<file path="src/rtl/reduce_check_pkg.sv">
// Shared types and constants for the reduce_checker block.
//   state_t    : run-control FSM state (2-bit encoding)
//   count_t    : 16-bit counter/index type used on all result outputs
//   NO_ERR_IDX : first_err_idx value meaning "no mismatch seen"
//   sat_inc    : saturating +1 for count_t
package reduce_check_pkg;

  typedef enum logic [1:0] {
    ST_IDLE  = 2'd0,
    ST_RUN   = 2'd1,
    ST_DRAIN = 2'd2,
    ST_DONE  = 2'd3
  } state_t;

  typedef logic [15:0] count_t;

  localparam count_t NO_ERR_IDX = 16'hFFFF;
  localparam count_t CNT_MAX    = 16'hFFFF;

  function automatic count_t sat_inc(input count_t c);
    return (c == CNT_MAX) ? c : c + 16'd1;
  endfunction

endpackage

</file>
<file path="src/rtl/reduce_compare.sv">
// Combinational stage-2 compare of one beat.
// Each reduction operator is checked against an independently formed
// reference; any disagreement flags the beat as a mismatch.
//   data       : registered stage-1 vector (WIDTH bits)
//   inject_err : inverts the and-reduce reference to force a mismatch
//   mismatch   : 1 when any reduce/reference pair differs
//   all_ones   : and-reduce result
module reduce_compare
  import reduce_check_pkg::*;
#(
  parameter int WIDTH = 68
) (
  input  logic [WIDTH-1:0] data,
  input  logic             inject_err,
  output logic             mismatch,
  output logic             all_ones
);

  logic w_and, w_or, w_xor;
  logic w_and_ref, w_or_ref, w_par_ref;

  assign w_and = &data;
  assign w_or  = |data;
  assign w_xor = ^data;

  assign w_and_ref = (data == {WIDTH{1'b1}}) ^ inject_err;
  assign w_or_ref  = (data != '0);

  // Bitwise parity walk, deliberately not using the ^ reduction operator.
  always_comb begin
    w_par_ref = 1'b0;
    for (int i = 0; i < WIDTH; i++) w_par_ref = w_par_ref ^ data[i];
  end

  assign mismatch = (w_and != w_and_ref) | (w_or != w_or_ref) | (w_xor != w_par_ref);
  assign all_ones = w_and;

endmodule

</file>
<file path="config.mk">
export PLATFORM = sky130hd
export DESIGN_NAME = reduce_compare
export DESIGN_NICKNAME = d
export VERILOG_FILES = /design/src/rtl/reduce_check_pkg.sv /design/src/rtl/reduce_compare.sv
export SDC_FILE = /design/constraint.sdc
export NUM_CORES = 1
export LEC_CHECK = 0
export ABC_AREA = 1
export ABC_CLOCK_PERIOD_IN_PS = 2750
export CAP_MARGIN = 25
export CORE_AREA = 4 4 51 99
export DETAILED_ROUTE_END_ITERATION = 8
export DIE_AREA = 0 0 55 103
export MAX_ROUTING_LAYER = met4
export PLACE_DENSITY = 0.95
export SYNTH_ARGS = -nofsm -noshare
export SYNTH_HDL_FRONTEND = slang
export SYNTH_SLANG_ARGS = --single-unit
export TNS_END_PERCENT = 30
</file>
<file path="constraint.sdc">
create_clock -name vclk -period 2.75
set_input_delay 0.55 -clock vclk [all_inputs]
set_output_delay 0.55 -clock vclk [all_outputs]
set_load 0.005 [all_outputs]
</file>
==> impl_metrics.toml, run 1 <==
[placed_design]
dp_hpwl_um = 6400
io_buffers = 71
pre_cts_ws_ns = -0.936
placed_cell_area_mm2 = 0.00328
globalplace.congestion = 0.963

[outcome]
tool.error = "[ERROR GRT-0232] Routing congestion too high. Check the congestion heatmap in the GUI."
stop_stage = "global routing"
run_status = "aborted with a tool error"

[timing]
worst_endpoint_kind = "primary output"
grt_worst_setup_endpoint = "mismatch"

[synth]
synthCells = 367
synth_area_mm2 = 0.00207
yosys_warnings = 0
synth-seq-area-share_pct = 0
syn_avg_cell_area_um2 = 5.65
syn_nets = 470
synthDistinctLibCells = 17

[cts]
hold_buffers = 0

[floorplanning]
ios = 71
die_h_um = 103
start_util_pct = 48.2
row_count = 34
die_w_um = 55

[grt]
overflow = 431
grt_max_degree = 4
grtUsageTotal_pct = 93.9
## cell families after synthesis
kind of cell / after synthesis / synth area share [%]
adder cells (fa/ha/maj): 34 / 20.5
buffers and inverters: 47 / 8.51
AO/OA/AOI/OAI: 1 / 0.241
AND/OR/NAND/NOR: 236 / 50.0
XOR/XNOR: 49 / 20.7
## metrics by stage
| stage | hold WS, ns | instances |
|---|---|---|
| 3_3_place_gp | 2.08 | 549 |
| 3_5_place_dp | 2.09 | 549 |
| 2_1_floorplan | 1.18 | 367 |
| 4_1_cts | 1.76 | 550 |
## metal layers
metal  global-route usage, %  GRT overflow
met3                    58.5             1
met4                     111            97
met5                       -             -
met2                     126           332
met1                    76.0             1
## cells in the mapped netlist (all sizes together)
library cell	number	share of area, %
nand2b	2	0.60
or2	3	0.91
nand2	176	33
xor2	18	7.6
xnor2	31	13
o21ai	1	0.24
inv	47	8.5
nand4	8	2.4
ha	34	21
nand3	26	6.8
nor4	2	0.60
nor2	7	1.5
nand3b	12	4.3
## what timing repair did
action	CTS
gates resized for setup	327
pin swaps	100
endpoints found under the setup margin	2
buffers inserted	2
==> run 2, diff against run 1 <==
Settings changed: CORE_AREA 4 4 51 99 to 4 4 77 79, DIE_AREA 0 0 55 103 to 0 0 81 83, MAX_ROUTING_LAYER met4 to not set, PLACE_DENSITY 0.95 to not set, PLACE_DENSITY_LB_ADDON set to 0.15.
==> run 2 against run 1 <==
Against the previous run:
- the flow now finishes, with violations (negative setup slack)
- synthesized cell count unchanged
- area after synthesis unchanged
==> impl_metrics.toml, run 2 <==
[cts]
cts_setup_buffers = 0
hold_buffers = 0

[detailed_routing]
routedWlPerCell_um = 13.2
routed_wl_um = 7560
via_count = 2713
firstDrtPassIters = 7
dr.first_iter.drc_count = 60
viasPerCell = 4.73
remaining_drc_errors = 0
ant_nets = 0

[setup_path]
cpPeakStageDelay_ns = 0.18
critPathCaptureType = "output port"
crit_path_start_kind = "input pin"
crit_fanout = 2
cp_slowest_cell = "xor2_4"
cp.arrival_ns = 2.23
critical_path.top_delay_family = "simple AND/OR/NAND/NOR gates"
startpoint = "data[25]"
crit_type = "in -> out"
crit_chain = "buf_6 > buf_4 > xor2_4 > buf_4 > inv_1 > nand2_1 > nand2_1 > nand2_1 > nand3b_1 > nand3_1 > nand2_1 > nand2_2 > inv_2 > nor2_4 > nand3_1 > nand3_2 > buf_2"
path_common_cell = "nand2_1"
crit_buf_inv = 6
worstPathRequired_ns = 2.20

[grt]
grt_pass1_vias = 2813
grt_pass1_wl_um = 12200
overflow = 0
grtUsageTotal_pct = 22.0
antenna_found_initial = 0
grt_max_degree = 5

[power]
power.total_mw = 1.27
peakVddDrop_uv = 209
powerDensity_mw_per_mm2 = 312
p_leak_nw = 2.09

[placed_design]
placed_cell_area_mm2 = 0.00335
dp_hpwl_um = 5480
io_buffers = 71
globalplace.congestion = 0.865

[timing]
fin_crit_sh_pct = 101
slew_headroom_pct = 81.9
hold_viol_final = 0
final_max_slew_viol_count = 0
setup_violations = 1
grt_setup_unrepaired = "true"
setup_slack_ns = -0.0309
holdWs_ns = 1.75
tightest_slew_ns = 0.270
min_period_ns = 2.78
fmax_ghz = 0.360

[final_layout]
nets = 606
area_growth_pct = 97.5
multiInputGateArea_mm2 = 0.00279
ff_latch_area_um2 = 0
layout_commonest_cell = "nand2_1"
fillCellCount = 413
drive_gt1_share_pct = 51.5
antenna-diode-count = 0
layout_common_cells = "131 x nand2_1, 65 x buf_4, 43 x nand2_2"
clock_buffers = 0
flops_and_latches = 0
design_area_mm2 = 0.00409

[synth]
synthAdderAreaFrac_pct = 20.5
yosys.area.top_type = "nand2_1"
yosys_warnings = 0
netlist_top_cells_count = "168 x nand2_1, 43 x inv_1, 34 x ha_1"
syn_nets = 470
synth_area_mm2 = 0.00207
synth_top_family_by_area = "simple AND/OR/NAND/NOR gates"
synthCells = 367
yosysMostFrequentCell = "nand2_1"
synthDistinctLibCells = 17
synth_compound_area_share_pct = 0.242
yosys.area_share.simple_pct = 50.0
post-synth-top-area-fraction_pct = 30.4
ys_top_cells_by_area = "nand2_1 30%, ha_1 21%, xnor2_1 13%, inv_1 7.8%, xor2_1 7.6%"
synth-seq-area-share_pct = 0
synth-xor-area-share_pct = 20.7
synthMuxAreaShare_pct = 0
syn_avg_cell_area_um2 = 5.65

[outcome]
violations = "negative setup slack"
run_status = "complete, but fails checks"

[floorplanning]
die_h_um = 83
die_w_um = 81
ios = 71
start_util_pct = 38.8
core_mm2 = 0.00534
die-area_mm2 = 0.00672
row_count = 27

[flow_run]
drv_cap = 0

[worst_hold_path]
hold_path_startpoint = "inject_err"
hold_path.class = "in -> out"
run 2: through the flow:
step / setup slack (ns) / setup TNS (ns) / utilization, % / instances
detailed placement: -0.901 / -1.31 / 62.7 / 573
CTS: 0.000970 / 0 / 73.3 / 573
global placement: -0.825 / -1.20 / 62.7 / 573
finish: -0.0309 / -0.0309 / 76.7 / 573
global route: -0.222 / -0.222 / 76.7 / 573
floorplan: 0.276 / 0 / - / 367
run 2: cell families after synthesis:
family,count (synthesis)
fa+ha+maj,34
buf+inv,47
xor+xnor,49
compound gates,1
simple gates,236
run 2: report_power, final:
group          total (mW)  internal [mW]  leakage, nW  switching [mW]
clock network           0              0            0               0
logic                1.27          0.610         2.09           0.665
registers               0              0            0               0
total                1.27          0.610         2.09           0.665
run 2: path summary, 6_finish.rpt:
check | end | slack, ns | depth (start not counted)
worst min-delay path | mismatch | 1.75 | 4
worst max-delay path | mismatch | -0.03 | 17
run 2: layer usage:
metal	vias to the layer above	GRT usage, %	routed length, um	share of wire [%]
met5	-	0	0	0
li1	1412	-	-	-
met1	1204	24.3	2790	37
met2	79	43.9	4200	56
met4	0	4.30	176	2.3
met3	18	1.63	385	5.1
run 2: layout make-up:
type / instances / area share [%]
Tap cell: 72 / 2.20
Multi-Input combinational cell: 320 / 68.2
Inverter: 47 / 4.37
Timing Repair Buffer: 134 / 25.2
run 2: timing repair:
action,in CTS,in global routing
pin swaps,95,55
resized for setup,381,61
setup endpoints to repair,2,2
Power figures use the tool's default switching activity.
==> run 3, diff against run 2 <==
Settings changed: CAP_MARGIN 25 to not set.
==> results of run 3 <==
Final layout, timing and power as in run 2 (identical DEF).
